===== src/rtl/m0_word_serializer_if.sv =====
// Handshake and serial-pin bundle for m0_word_serializer.
// master drives the parallel word; slave is the serializer.
interface m0_word_serializer_if #(
    parameter int unsigned WIDTH = 16
);
    logic [WIDTH-1:0] in_data;
    logic             in_valid;
    logic             in_ready;
    logic             ser_out;
    logic             ser_frame;
    logic             busy;
    logic             done;

    modport master (
        output in_data,
        output in_valid,
        input  in_ready,
        input  ser_out,
        input  ser_frame,
        input  busy,
        input  done
    );

    modport slave (
        input  in_data,
        input  in_valid,
        output in_ready,
        output ser_out,
        output ser_frame,
        output busy,
        output done
    );
endinterface


===== src/rtl/m0_word_serializer.sv =====
// Parallel-word to single-pin serializer with frame strobe and inter-frame gap.
// Define M0_SER_PARITY_EN to append an even-parity bit to every frame.
module m0_word_serializer #(
    parameter int unsigned WIDTH     = 16,
    parameter int unsigned GAP       = 1,
    parameter bit          MSB_FIRST = 1'b0
) (
    input logic                  clk,
    input logic                  rst,
    m0_word_serializer_if.slave  bus
);
    localparam int unsigned       CntW    = $clog2(WIDTH);
    localparam logic [CntW-1:0]   CntLast = CntW'(WIDTH - 1);
    localparam logic [3:0]        GapLast = (GAP == 0) ? 4'd0 : 4'(GAP - 1);

`ifdef M0_SER_PARITY_EN
    typedef enum logic [1:0] {StIdle, StShift, StParity, StGap} state_e;
`else
    typedef enum logic [1:0] {StIdle, StShift, StGap} state_e;
`endif

    state_e           state_q;
    logic [WIDTH-1:0] sreg_q;
    logic [CntW-1:0]  cnt_q;
    logic [3:0]       gap_cnt_q;
    logic             ser_out_q;
    logic             ser_frame_q;
    logic             done_q;
`ifdef M0_SER_PARITY_EN
    logic             parity_q;
`endif

    logic accept;
    logic first_bit;
    logic next_bit;

    assign bus.in_ready  = (state_q == StIdle) && !rst;
    assign bus.busy      = (state_q != StIdle);
    assign bus.ser_out   = ser_out_q;
    assign bus.ser_frame = ser_frame_q;
    assign bus.done      = done_q;

    assign accept    = bus.in_valid && bus.in_ready;
    assign first_bit = MSB_FIRST ? bus.in_data[WIDTH-1] : bus.in_data[0];
    // Bit that becomes current after the next shift.
    assign next_bit  = MSB_FIRST ? sreg_q[WIDTH-2] : sreg_q[1];

    always_ff @(posedge clk) begin
        if (rst) begin
            state_q     <= StIdle;
            sreg_q      <= '0;
            cnt_q       <= '0;
            gap_cnt_q   <= '0;
            ser_out_q   <= 1'b0;
            ser_frame_q <= 1'b0;
            done_q      <= 1'b0;
`ifdef M0_SER_PARITY_EN
            parity_q    <= 1'b0;
`endif
        end else begin
            done_q <= 1'b0;
            case (state_q)
                StIdle: begin
                    if (accept) begin
                        sreg_q      <= bus.in_data;
                        cnt_q       <= '0;
                        ser_out_q   <= first_bit;
                        ser_frame_q <= 1'b1;
`ifdef M0_SER_PARITY_EN
                        parity_q    <= ^bus.in_data;
`endif
                        state_q     <= StShift;
                    end
                end
                StShift: begin
                    if (cnt_q == CntLast) begin
`ifdef M0_SER_PARITY_EN
                        ser_out_q   <= parity_q;
                        state_q     <= StParity;
`else
                        ser_out_q   <= 1'b0;
                        ser_frame_q <= 1'b0;
                        done_q      <= 1'b1;
                        gap_cnt_q   <= '0;
                        state_q     <= (GAP == 0) ? StIdle : StGap;
`endif
                    end else begin
                        cnt_q     <= cnt_q + CntW'(1);
                        ser_out_q <= next_bit;
                        sreg_q    <= MSB_FIRST ? (sreg_q << 1) : (sreg_q >> 1);
                    end
                end
`ifdef M0_SER_PARITY_EN
                StParity: begin
                    ser_out_q   <= 1'b0;
                    ser_frame_q <= 1'b0;
                    done_q      <= 1'b1;
                    gap_cnt_q   <= '0;
                    state_q     <= (GAP == 0) ? StIdle : StGap;
                end
`endif
                StGap: begin
                    if (gap_cnt_q == GapLast) begin
                        state_q <= StIdle;
                    end else begin
                        gap_cnt_q <= gap_cnt_q + 4'd1;
                    end
                end
                default: state_q <= StIdle;
            endcase
        end
    end
endmodule

===== src/flat_wrapper.sv =====
// flat-port wrapper written by rule: the top's interface ports become plain ports
module m0_word_serializer_flat 
#(
    parameter int unsigned WIDTH     = 16,
    parameter int unsigned GAP       = 1,
    parameter bit          MSB_FIRST = 1'b0
)
  (clk, rst, bus_in_data, bus_in_valid, bus_in_ready, bus_ser_out, bus_ser_frame, bus_busy, bus_done);
  m0_word_serializer_if #(.WIDTH(WIDTH)) bus_i ();
  input logic clk;
  input logic rst;
  input wire logic [$bits(bus_i.in_data)-1:0] bus_in_data;
  input wire logic [$bits(bus_i.in_valid)-1:0] bus_in_valid;
  output wire logic [$bits(bus_i.in_ready)-1:0] bus_in_ready;
  output wire logic [$bits(bus_i.ser_out)-1:0] bus_ser_out;
  output wire logic [$bits(bus_i.ser_frame)-1:0] bus_ser_frame;
  output wire logic [$bits(bus_i.busy)-1:0] bus_busy;
  output wire logic [$bits(bus_i.done)-1:0] bus_done;
  assign bus_i.in_data = bus_in_data;
  assign bus_i.in_valid = bus_in_valid;
  assign bus_in_ready = bus_i.in_ready;
  assign bus_ser_out = bus_i.ser_out;
  assign bus_ser_frame = bus_i.ser_frame;
  assign bus_busy = bus_i.busy;
  assign bus_done = bus_i.done;
  m0_word_serializer #(.WIDTH(WIDTH), .GAP(GAP), .MSB_FIRST(MSB_FIRST)) u_core (.clk(clk), .rst(rst), .bus(bus_i));
endmodule

===== config.mk =====
export PLATFORM = sky130hd
export DESIGN_NAME = m0_word_serializer_flat
export DESIGN_NICKNAME = d
export VERILOG_FILES = /design/src/rtl/m0_word_serializer_if.sv /design/src/rtl/m0_word_serializer.sv /design/src/flat_wrapper.sv
export SDC_FILE = /design/constraint.sdc
export NUM_CORES = 1
export LEC_CHECK = 0
export ABC_AREA = 1
export CORE_ASPECT_RATIO = 1.1
export CORE_MARGIN = 1
export CORE_UTILIZATION = 51
export DETAILED_ROUTE_END_ITERATION = 8
export GPL_TIMING_DRIVEN = 0
export PLACE_DENSITY_LB_ADDON = 0.08
export RECOVER_POWER = 100
export SETUP_SLACK_MARGIN = 0.4
export SYNTH_ARGS = -nofsm -noshare
export SYNTH_HDL_FRONTEND = slang
export SYNTH_SLANG_ARGS = --single-unit

===== constraint.sdc =====
create_clock -name clk -period 1.45 [get_ports clk]
set_clock_uncertainty 0.05 [all_clocks]
set_input_delay 0.29 -clock clk [delete_from_list [all_inputs] [get_ports clk]]
set_output_delay 0.29 -clock clk [all_outputs]
set_load 0.02 [all_outputs]

# Word level (Yosys, flattened, before mapping)

Index checks and enable logic that the tools add are counted.

Bits in registers: 29
Input port bits: 19
Output and inout bits: 5
Logic and storage cells: 52

Add/sub/neg operators: 2
Equality and inequality tests: 8
Multiplexer cells: 20
Bitwise operators: 1
Reductions and logical operators: 14

Operators with widths:

| kind                  | number |
|---|---|
| $mux W16              | 2 |
| $pmux W16 S2          | 1 |
| $mux W4               | 4 |
| $pmux W4 S2           | 2 |
| $reduce_and A3 Y1     | 4 |
| $add A4 B1 Y4 const B | 2 |
| $mux W2               | 3 |
| $ne A2 B1 Y1 const B  | 3 |
| $pmux W2 S3           | 1 |
| $reduce_bool A2 Y1    | 3 |
| $mux W1               | 5 |
| $eq A4 B4 Y1 const B  | 1 |
| $logic_not A4 Y1      | 1 |
| $ne A2 B2 Y1 const B  | 2 |
| $pmux W1 S2           | 2 |
| $eq A2 B1 Y1 const B  | 1 |
| $eq A2 B2 Y1 const B  | 1 |
| $logic_and A1 B1 Y1   | 2 |
| $logic_not A2 Y1      | 1 |
| $reduce_and A2 Y1     | 1 |
| $reduce_or A2 Y1      | 1 |
| $logic_not A1 Y1      | 1 |
| $not A1 Y1            | 1 |

# Longest topological paths before layout

Gate-level depths: netlist of run 1.

Word-level depth: 5
Mapped depth: 8
Gate-level depth less buffers: 8

# Least setup slack after synthesis of run 1

OpenSTA, ideal clock, no wires.

Path kind: register -> register
Start point: register u_core.state_q[1]
End point: register u_core.sreg_q[15]
Setup time: 70 ps
Arrival time: 1217 ps
Required time: 1330 ps
Setup slack: 114 ps
Stages on the path, launching flop included: 6
Period minus slack after synthesis: 1336 ps
Cells stage by stage: dfxtp_1 -> nor2_2 -> inv_1 -> nor2_1 -> nand3_1 -> a21oi_1

Longest elaborated chain between the ends: 5
Elaborated cells between the ends (all ways): 9
Those cells by class: eq/ne: 3; mux: 1; reduce/logical: 5

Ends and longest elaborated chain:

| element                     | line                     | text |
|---|---|---|
| from (decl)                 | m0_word_serializer.sv:22 | `state_e state_q;` |
| from (signal assigned)      | m0_word_serializer.sv:50 | `state_q <= StIdle;` |
| from (signal assigned)      | m0_word_serializer.sv:72 | `state_q <= StShift;` |
| from (signal assigned)      | m0_word_serializer.sv:85 | `state_q <= (GAP == 0) ? StIdle : StGap;` |
| $logic_not A2 Y1            | m0_word_serializer.sv:37 | `assign bus.in_ready = (state_q == StIdle) && !rst;` |
| $logic_and A1 B1 Y1         | m0_word_serializer.sv:37 |  |
| named net bus_in_ready      | flat_wrapper.sv:14       | `output wire logic [$bits(bus_i.in_ready)-1:0] bus_in_ready;` |
| $logic_and A1 B1 Y1         | m0_word_serializer.sv:43 | `assign accept = bus.in_valid && bus.in_ready;` |
| $ne A2 B1 Y1 (no line)      | n/a                      |  |
| $reduce_and A3 Y1 (no line) | n/a                      |  |
| to (signal assigned)        | m0_word_serializer.sv:65 | `sreg_q <= bus.in_data;` |
| to (signal assigned)        | m0_word_serializer.sv:90 | `sreg_q <= MSB_FIRST ? (sreg_q << 1) : (sreg_q >> 1);` |
| to (decl)                   | m0_word_serializer.sv:23 | `logic [WIDTH-1:0] sreg_q;` |

The timed path passes the listed nets, and every way through them passes these cells.
A chain may end at the register's enable or synchronous reset.

# Worst setup path after layout of run 1

Start point: register u_core.state_q[1]
End point: register u_core.sreg_q[13]

Longest elaborated chain between the ends: 5
Elaborated cells between the ends (all ways): 9
Those cells by class: eq/ne: 3; mux: 1; reduce/logical: 5

Ends and longest elaborated chain:

| element                     | line |
|---|---|
| $logic_not A2 Y1            | m0_word_serializer.sv:37, m0_word_serializer.sv:62 |
| $logic_and A1 B1 Y1         | m0_word_serializer.sv:37 |
| $logic_and A1 B1 Y1         | m0_word_serializer.sv:43 |
| $ne A2 B1 Y1 (no line)      | n/a |
| $reduce_and A3 Y1 (no line) | n/a |

Several ways; a longest one is shown, not always the timed one.

==> flow_metrics.py, run 1 <==
metrics = {
    "worst_setup_path": {
        "crit_path_start": "u_core.state_q[1]",
        "crit_end": "u_core.sreg_q[13]",
        "reg2regPathDepth": 9,
        "start_kind": "register",
        "reg2reg_from": "u_core.state_q[1]",
        "r2r_slack_ps": -40,
        "timing.rr.end": "u_core.sreg_q[13]",
        "endpoint_kind": "register",
        "crit_fanout": 8,
        "crit_arrival_ps": 1720,
        "required_ps": 1680,
        "path_class": "register to register",
    },
    "floorplan": {
        "die_area_mm2": 0.00294,
        "core_mm2": 0.00254,
        "rows": 19,
        "die_x_um": 51.8,
        "start_util": 0.546,
        "die_y_um": 56.7,
        "io_pins": 24,
    },
    "global_route": {
        "grt_pass1_wl_um": 6690,
        "first_global_vias": 1463,
        "met2_usage": 0.542,
        "top_usage_layer": "met2",
        "use_met3": 0.0325,
        "grt_overflow_total": 0,
        "antenna_found_initial": 0,
        "met1_usage": 0.367,
        "grt_max_degree": 17,
        "grt_usage": 0.310,
    },
    "yosys": {
        "synth_edf_count": 0,
        "synth_area_leaders": "dfxtp_1 40%, nand2_1 15%, nor2_1 11%",
        "syn_area_mm2": 0.00139,
        "ys_seq_area_frac": 0.404,
        "postSynthAreaPerCell_um2": 6.84,
        "synth_top_cells_by_count": "56 x nand2_1, 41 x nor2_1, 28 x dfxtp_1",
        "synth_top_area_frac": 0.404,
        "synthFlopType": "dfxtp_1",
        "ys_types": 25,
        "syn-num-nets": 225,
        "yosysWarnings": 0,
        "synth_most_common_cell": "nand2_1",
        "async_flop_share": 0,
        "ys_seq_elements": 28,
        "syn_inst": 203,
        "yosys.area.top_type": "dfxtp_1",
    },
    "clocking": {
        "tritoncts": "yes",
        "cts_max_level": 1,
        "cts_max_path_buffers": 2,
        "postCtsHoldBufs": 0,
        "cts_sinks": 28,
        "numCtsBuffers": 3,
        "clock_latency_ps": 360,
        "clk_pin_slew_ps": 170,
        "cts_root_buffer": "clkbuf_4",
    },
    "outcome": {
        "status": "finished, violations left",
        "failed_checks": "negative setup slack",
    },
    "sta": {
        "maxSlewViolCount": 0,
        "worstMarginPinSlew_ps": 313,
        "rsz0062_at_grt": "yes",
        "fin_crit_sh": 1.03,
        "layout_min_cycle_time_ps": 1490,
        "hold_ws_ps": 144,
        "setup_violations": 7,
        "finalHoldViolations": 0,
        "layout_setup_ws_ps": -42.9,
        "tns_ps": -153,
        "max_freq_mhz": 670,
        "relSlewSlack": 0.792,
    },
    "placed_design": {
        "dp_hpwl_um": 2270,
        "place_congestion": 0.841,
        "dp.cells": 256,
        "numPortBuffers": 22,
        "placed_area_mm2": 0.00170,
    },
    "cells_and_area": {
        "finalInstanceArea_mm2": 0.00226,
        "n_antenna_cell": 0,
        "fill_cells": 111,
        "fin_nets": 276,
        "drive_gt1_frac": 0.368,
        "area_growth_pct": 62.8,
        "fin_cells": 284,
    },
    "hold_path": {
        "min_path_type": "input port to register",
    },
    "route": {
        "drtPass1Iterations": 4,
        "drt-wirelength-per-cell_um": 17.8,
        "dr.first_iter.drc_count": 96,
        "num_vias": 1600,
        "wl_um": 5050,
        "drtAntennaViolNets": 0,
        "via_per_inst": 5.63,
        "drc": 0,
    },
    "power_and_ir_drop": {
        "leakagePower_nw": 1.00,
        "power_mw": 2.00,
        "ir_worst_vdd_mv": 0.987,
        "powerDensity_mw_per_mm2": 883,
    },
    "flow_run": {
        "drv_cap": 0,
    },
}
worst min path at each step:
stage,startpoint,cells past startpoint,end
after global routing,rst,2,u_core.gap_cnt_q[2]
after global placement,u_core.bus.ser_frame,2,u_core.bus.ser_frame
after CTS,rst,2,u_core.bus.done
final,rst,2,u_core.gap_cnt_q[2]
after detailed placement,u_core.bus.ser_frame,2,u_core.bus.ser_frame
after floorplan,bus_in_valid,2,u_core.sreg_q[15]
through the flow:
step                      worst slack, ps   util
after detailed placement             -252  0.667
after floorplan                       241      -
final                               -42.9  0.889
after CTS                            19.3  0.819
after global routing                 -100  0.889
after global placement               -214  0.667
power breakdown:
group / switching [mW] / internal (mW) / leakage [nW] / total [mW]
clock: 0.275 / 0.280 / 0.0279 / 0.555
sequential: 0.0433 / 0.828 / 0.233 / 0.871
combinational: 0.275 / 0.296 / 0.744 / 0.570
total: 0.592 / 1.40 / 1.00 / 2.00
state kept, by name, indices dropped and copies added (netlist names):
name	cells
u_core.gap_cnt_q	4
u_core.bus.ser_out	1
u_core.sreg_q	15
u_core.cnt_q	4
u_core.bus.ser_frame	1
u_core.bus.done	1
u_core.state_q	2
per-layer routing:
metal,vias to the layer above,routed length [um]
li1,750,-
met4,0,212
met5,-,0
met1,740,1990
met3,19,330
met2,91,2520
what timing repair did:
item | CTS | global route
pin swaps | 14 | 10
gates cloned | 2 | 1
setup endpoints to repair | 33 | 33
buffers inserted | 15 | 6
resized for setup | 65 | 33
cells by family after synthesis:
logic type | Yosys count | share of synthesized area
and+or+nand+nor | 121 | 0.372
AOI/OAI and AO/OA | 28 | 0.103
DFF | 28 | 0.404
buffers and inverters | 23 | 0.0946
adders and majority gates | 3 | 0.0270
critical path, cell delays in order (launching register included):
cell,delay (ps)
dfxtp_4,390
buf_4,140
nor2_4,160
buf_12,140
nand2_8,60
nand2_8,110
inv_8,60
clkbuf_16,150
nor2_2,80
nor2_1,60
cell usage in the layout, fill, tap and decap left out, types with 2 or more instances in the layout:
cell type / instances
nor2_4: 4
nand2_2: 3
buf_4: 7
o21ai_2: 2
dfxtp_1: 21
inv_4: 3
nor2_2: 12
buf_6: 16
inv_2: 2
nand2_8: 3
a21oi_2: 2
nand2_1: 51
dfxtp_4: 3
clkbuf_4: 3
buf_2: 2
nor2_1: 27
buf_8: 2
nand3_4: 2
nand3_1: 8
dfxtp_2: 4
ha_1: 2
o21ai_1: 15
clkdlybuf4s50_1: 17
nand2_4: 2
inv_1: 9
a21oi_1: 7
nand3_2: 6
buf_12: 7
cell type report:
type | count | area, um2 | area share
multi-input combinational | 152 | 881 | 0.390
sequential | 28 | 577 | 0.255
timing repair buffer | 46 | 551 | 0.243
buffer | 8 | 90.1 | 0.0398
inverter | 15 | 71.3 | 0.0315
tap | 31 | 38.8 | 0.0172
clock inverter | 1 | 30.0 | 0.0133
clock buffer | 3 | 22.5 | 0.00996
Power figures use the tool's default switching activity.
==> inputs of run 2 (changes only) <==
--- a/config.mk
+++ b/config.mk
@@ -7,7 +7,7 @@
 export LEC_CHECK = 0
 export ABC_AREA = 1
 export CORE_ASPECT_RATIO = 1.1
-export CORE_MARGIN = 1
+export CORE_MARGIN = 3
 export CORE_UTILIZATION = 51
 export DETAILED_ROUTE_END_ITERATION = 8
 export GPL_TIMING_DRIVEN = 0
==> run 2 against run 1 <==
Compared with the run above:
- utilization shrank 3.8 points
- routed wire length shrank 15%
- die area grew 15%
- cell count shrank 1.1%
- combinational power shrank 8.6%
- register-to-register slack gained 20 ps
- the flow still finishes with violations (negative setup slack)
- setup slack gained 16 ps
- fmax grew 1.1%
- highest routed layer unchanged
==> flow_metrics.py, run 2 (same netlist as run 1, synthesis figures left out) <==
metrics = {
    "floorplan": {
        "core_mm2": 0.00254,
        "die_x_um": 55.8,
        "io_pins": 24,
        "die_area_mm2": 0.00339,
        "rows": 19,
        "die_y_um": 60.7,
        "start_util": 0.546,
    },
    "flow_run": {
        "drv_cap": 0,
    },
    "power_and_ir_drop": {
        "intPower_mw": 1.37,
        "p_switching_mw": 0.546,
        "switching_share": 0.284,
        "ir_worst_vdd_mv": 1.04,
        "leakagePower_nw": 0.948,
        "powerDensity_mw_per_mm2": 887,
        "power_frac_seq": 0.451,
        "clkPwrFrac": 0.277,
        "combPwrFrac": 0.271,
    },
    "clocking": {
        "postCtsHoldBufs": 0,
        "clk_pin_slew_ps": 170,
        "cts_sinks": 28,
        "cts_max_path_buffers": 2,
        "cts_max_level": 1,
        "clock_latency_ps": 350,
        "numCtsBuffers": 3,
        "cts_root_buffer": "clkbuf_4",
        "tritoncts": "yes",
    },
    "placed_design": {
        "numPortBuffers": 22,
        "dp_hpwl_um": 2270,
        "post-place-ws_ps": -223,
        "place_congestion": 0.803,
        "placed_area_mm2": 0.00170,
    },
    "worst_setup_path": {
        "crit_arrival_ps": 1140,
        "r2r_slack_ps": -30,
        "timing.rr.end": "u_core.sreg_q[13]",
        "required_ps": 1110,
        "crit_fanout": 2,
        "start_kind": "register",
        "reg2regPathDepth": 10,
        "reg2reg_from": "u_core.state_q[0]",
        "endpoint_kind": "output pin",
        "path_class": "register to output pin",
    },
    "cells_and_area": {
        "largest_reg_flops": 15,
        "fill_cells": 139,
        "layout_commonest_cell": "nand2_1",
        "area_growth_pct": 55.9,
        "finalInstanceArea_mm2": 0.00216,
        "regMostFlops": "u_core.sreg_q",
        "n_antenna_cell": 0,
        "layout_common_cells": "47 x nand2_1, 28 x nor2_1, 20 x dfxtp_1, 18 x buf_6, 17 x clkdlybuf4s50_1",
        "final_util": 0.851,
        "fin_nets": 273,
        "drive_gt1_frac": 0.368,
        "reg_top3": "u_core.sreg_q: 15 flops, u_core.cnt_q: 4 flops, u_core.gap_cnt_q: 4 flops",
    },
    "route": {
        "wl_um": 4300,
        "via_per_inst": 5.52,
        "drc": 0,
        "drtAntennaViolNets": 0,
        "drtPass1Iterations": 5,
        "drt-wirelength-per-cell_um": 15.3,
        "num_vias": 1551,
        "dr.first_iter.drc_count": 96,
    },
    "sta": {
        "worstMarginPinSlew_ps": 229,
        "maxSlewViolCount": 0,
        "relSlewSlack": 0.847,
        "rsz0062_at_grt": "yes",
        "layout_setup_ws_ps": -26.8,
        "finalHoldViolations": 0,
        "max_freq_mhz": 677,
        "setup_violations": 12,
        "hold_ws_ps": 153,
        "fin_crit_sh": 1.02,
        "layout_min_cycle_time_ps": 1480,
    },
    "global_route": {
        "grt_max_degree": 17,
        "antenna_found_initial": 0,
        "grt_usage": 0.247,
        "grt_overflow_total": 0,
        "first_global_vias": 1495,
        "grt_pass1_wl_um": 6520,
    },
    "outcome": {
        "failed_checks": "negative setup slack",
        "status": "finished, violations left",
    },
    "hold_path": {
        "min_to": "u_core.gap_cnt_q[3]",
        "min_path_type": "input port to register",
        "whs_path_depth": 2,
        "min_from": "rst",
    },
}
[run 2: cell type report]
type / instances / area (um2) / share of cell area
Clock buffer: 3 / 22.5 / 0.0104
Multi-Input combinational cell: 152 / 856 / 0.395
Inverter: 15 / 71.3 / 0.0329
Tap cell: 31 / 38.8 / 0.0179
Sequential cell: 28 / 578 / 0.267
Buffer: 8 / 85.1 / 0.0393
Timing Repair Buffer: 43 / 483 / 0.223
Clock inverter: 1 / 30.0 / 0.0139
[run 2: worst max-delay path: stages (launching register included)]
cell     delay, ps
dfxtp_4        400
nor2_4         120
inv_2           60
nor2_4          90
buf_6          120
[run 2: worst max-delay path by stage]
stage	startpoint	slack, ps	end
floorplan	u_core.cnt_q[1]	240	u_core.sreg_q[10]
global placement	bus_in_valid	-210	u_core.sreg_q[11]
finish	u_core.state_q[1]	-30	bus_in_ready
detailed placement	bus_in_valid	-220	u_core.sreg_q[13]
CTS	u_core.state_q[0]	6	bus_in_ready
global route	u_core.state_q[0]	-70	u_core.sreg_q[9]
[run 2: power by group through the flow]
| stage | combinational (mW) | clock, mW | sequential (mW) |
|---|---|---|---|
| 5_1_grt | 0.562 | 0.561 | 0.873 |
| 6_report | 0.521 | 0.532 | 0.867 |
| 3_5_place_dp | 0.331 | 0 | 0.879 |
| 3_3_place_gp | 0.321 | 0 | 0.876 |
| 2_1_floorplan | 0.210 | 0 | 0.880 |
| 4_1_cts | 0.451 | 0.526 | 0.863 |
[run 2: stage by stage]
step           TNS (ps)  std cells  power [mW]
2_1_floorplan         0        203        1.09
3_3_place_gp      -2750        256        1.20
3_5_place_dp      -2870        256        1.21
4_1_cts               0        278        1.84
5_1_grt            -971        281        2.00
6_report           -186        281        1.92
[run 2: metal layers]
metal	vias to the layer above	part of all wire	track usage
met4	0	0.033	0.149
met1	735	0.39	0.251
met5	-	0	0
met2	58	0.53	0.483
met3	16	0.044	0.0383
li1	742	-	-
[run 2: timing repair]
item,CTS,global route
pin swaps,11,18
setup endpoints to repair,33,33
gates cloned,2,1
resized for setup,61,33
setup buffers,16,2
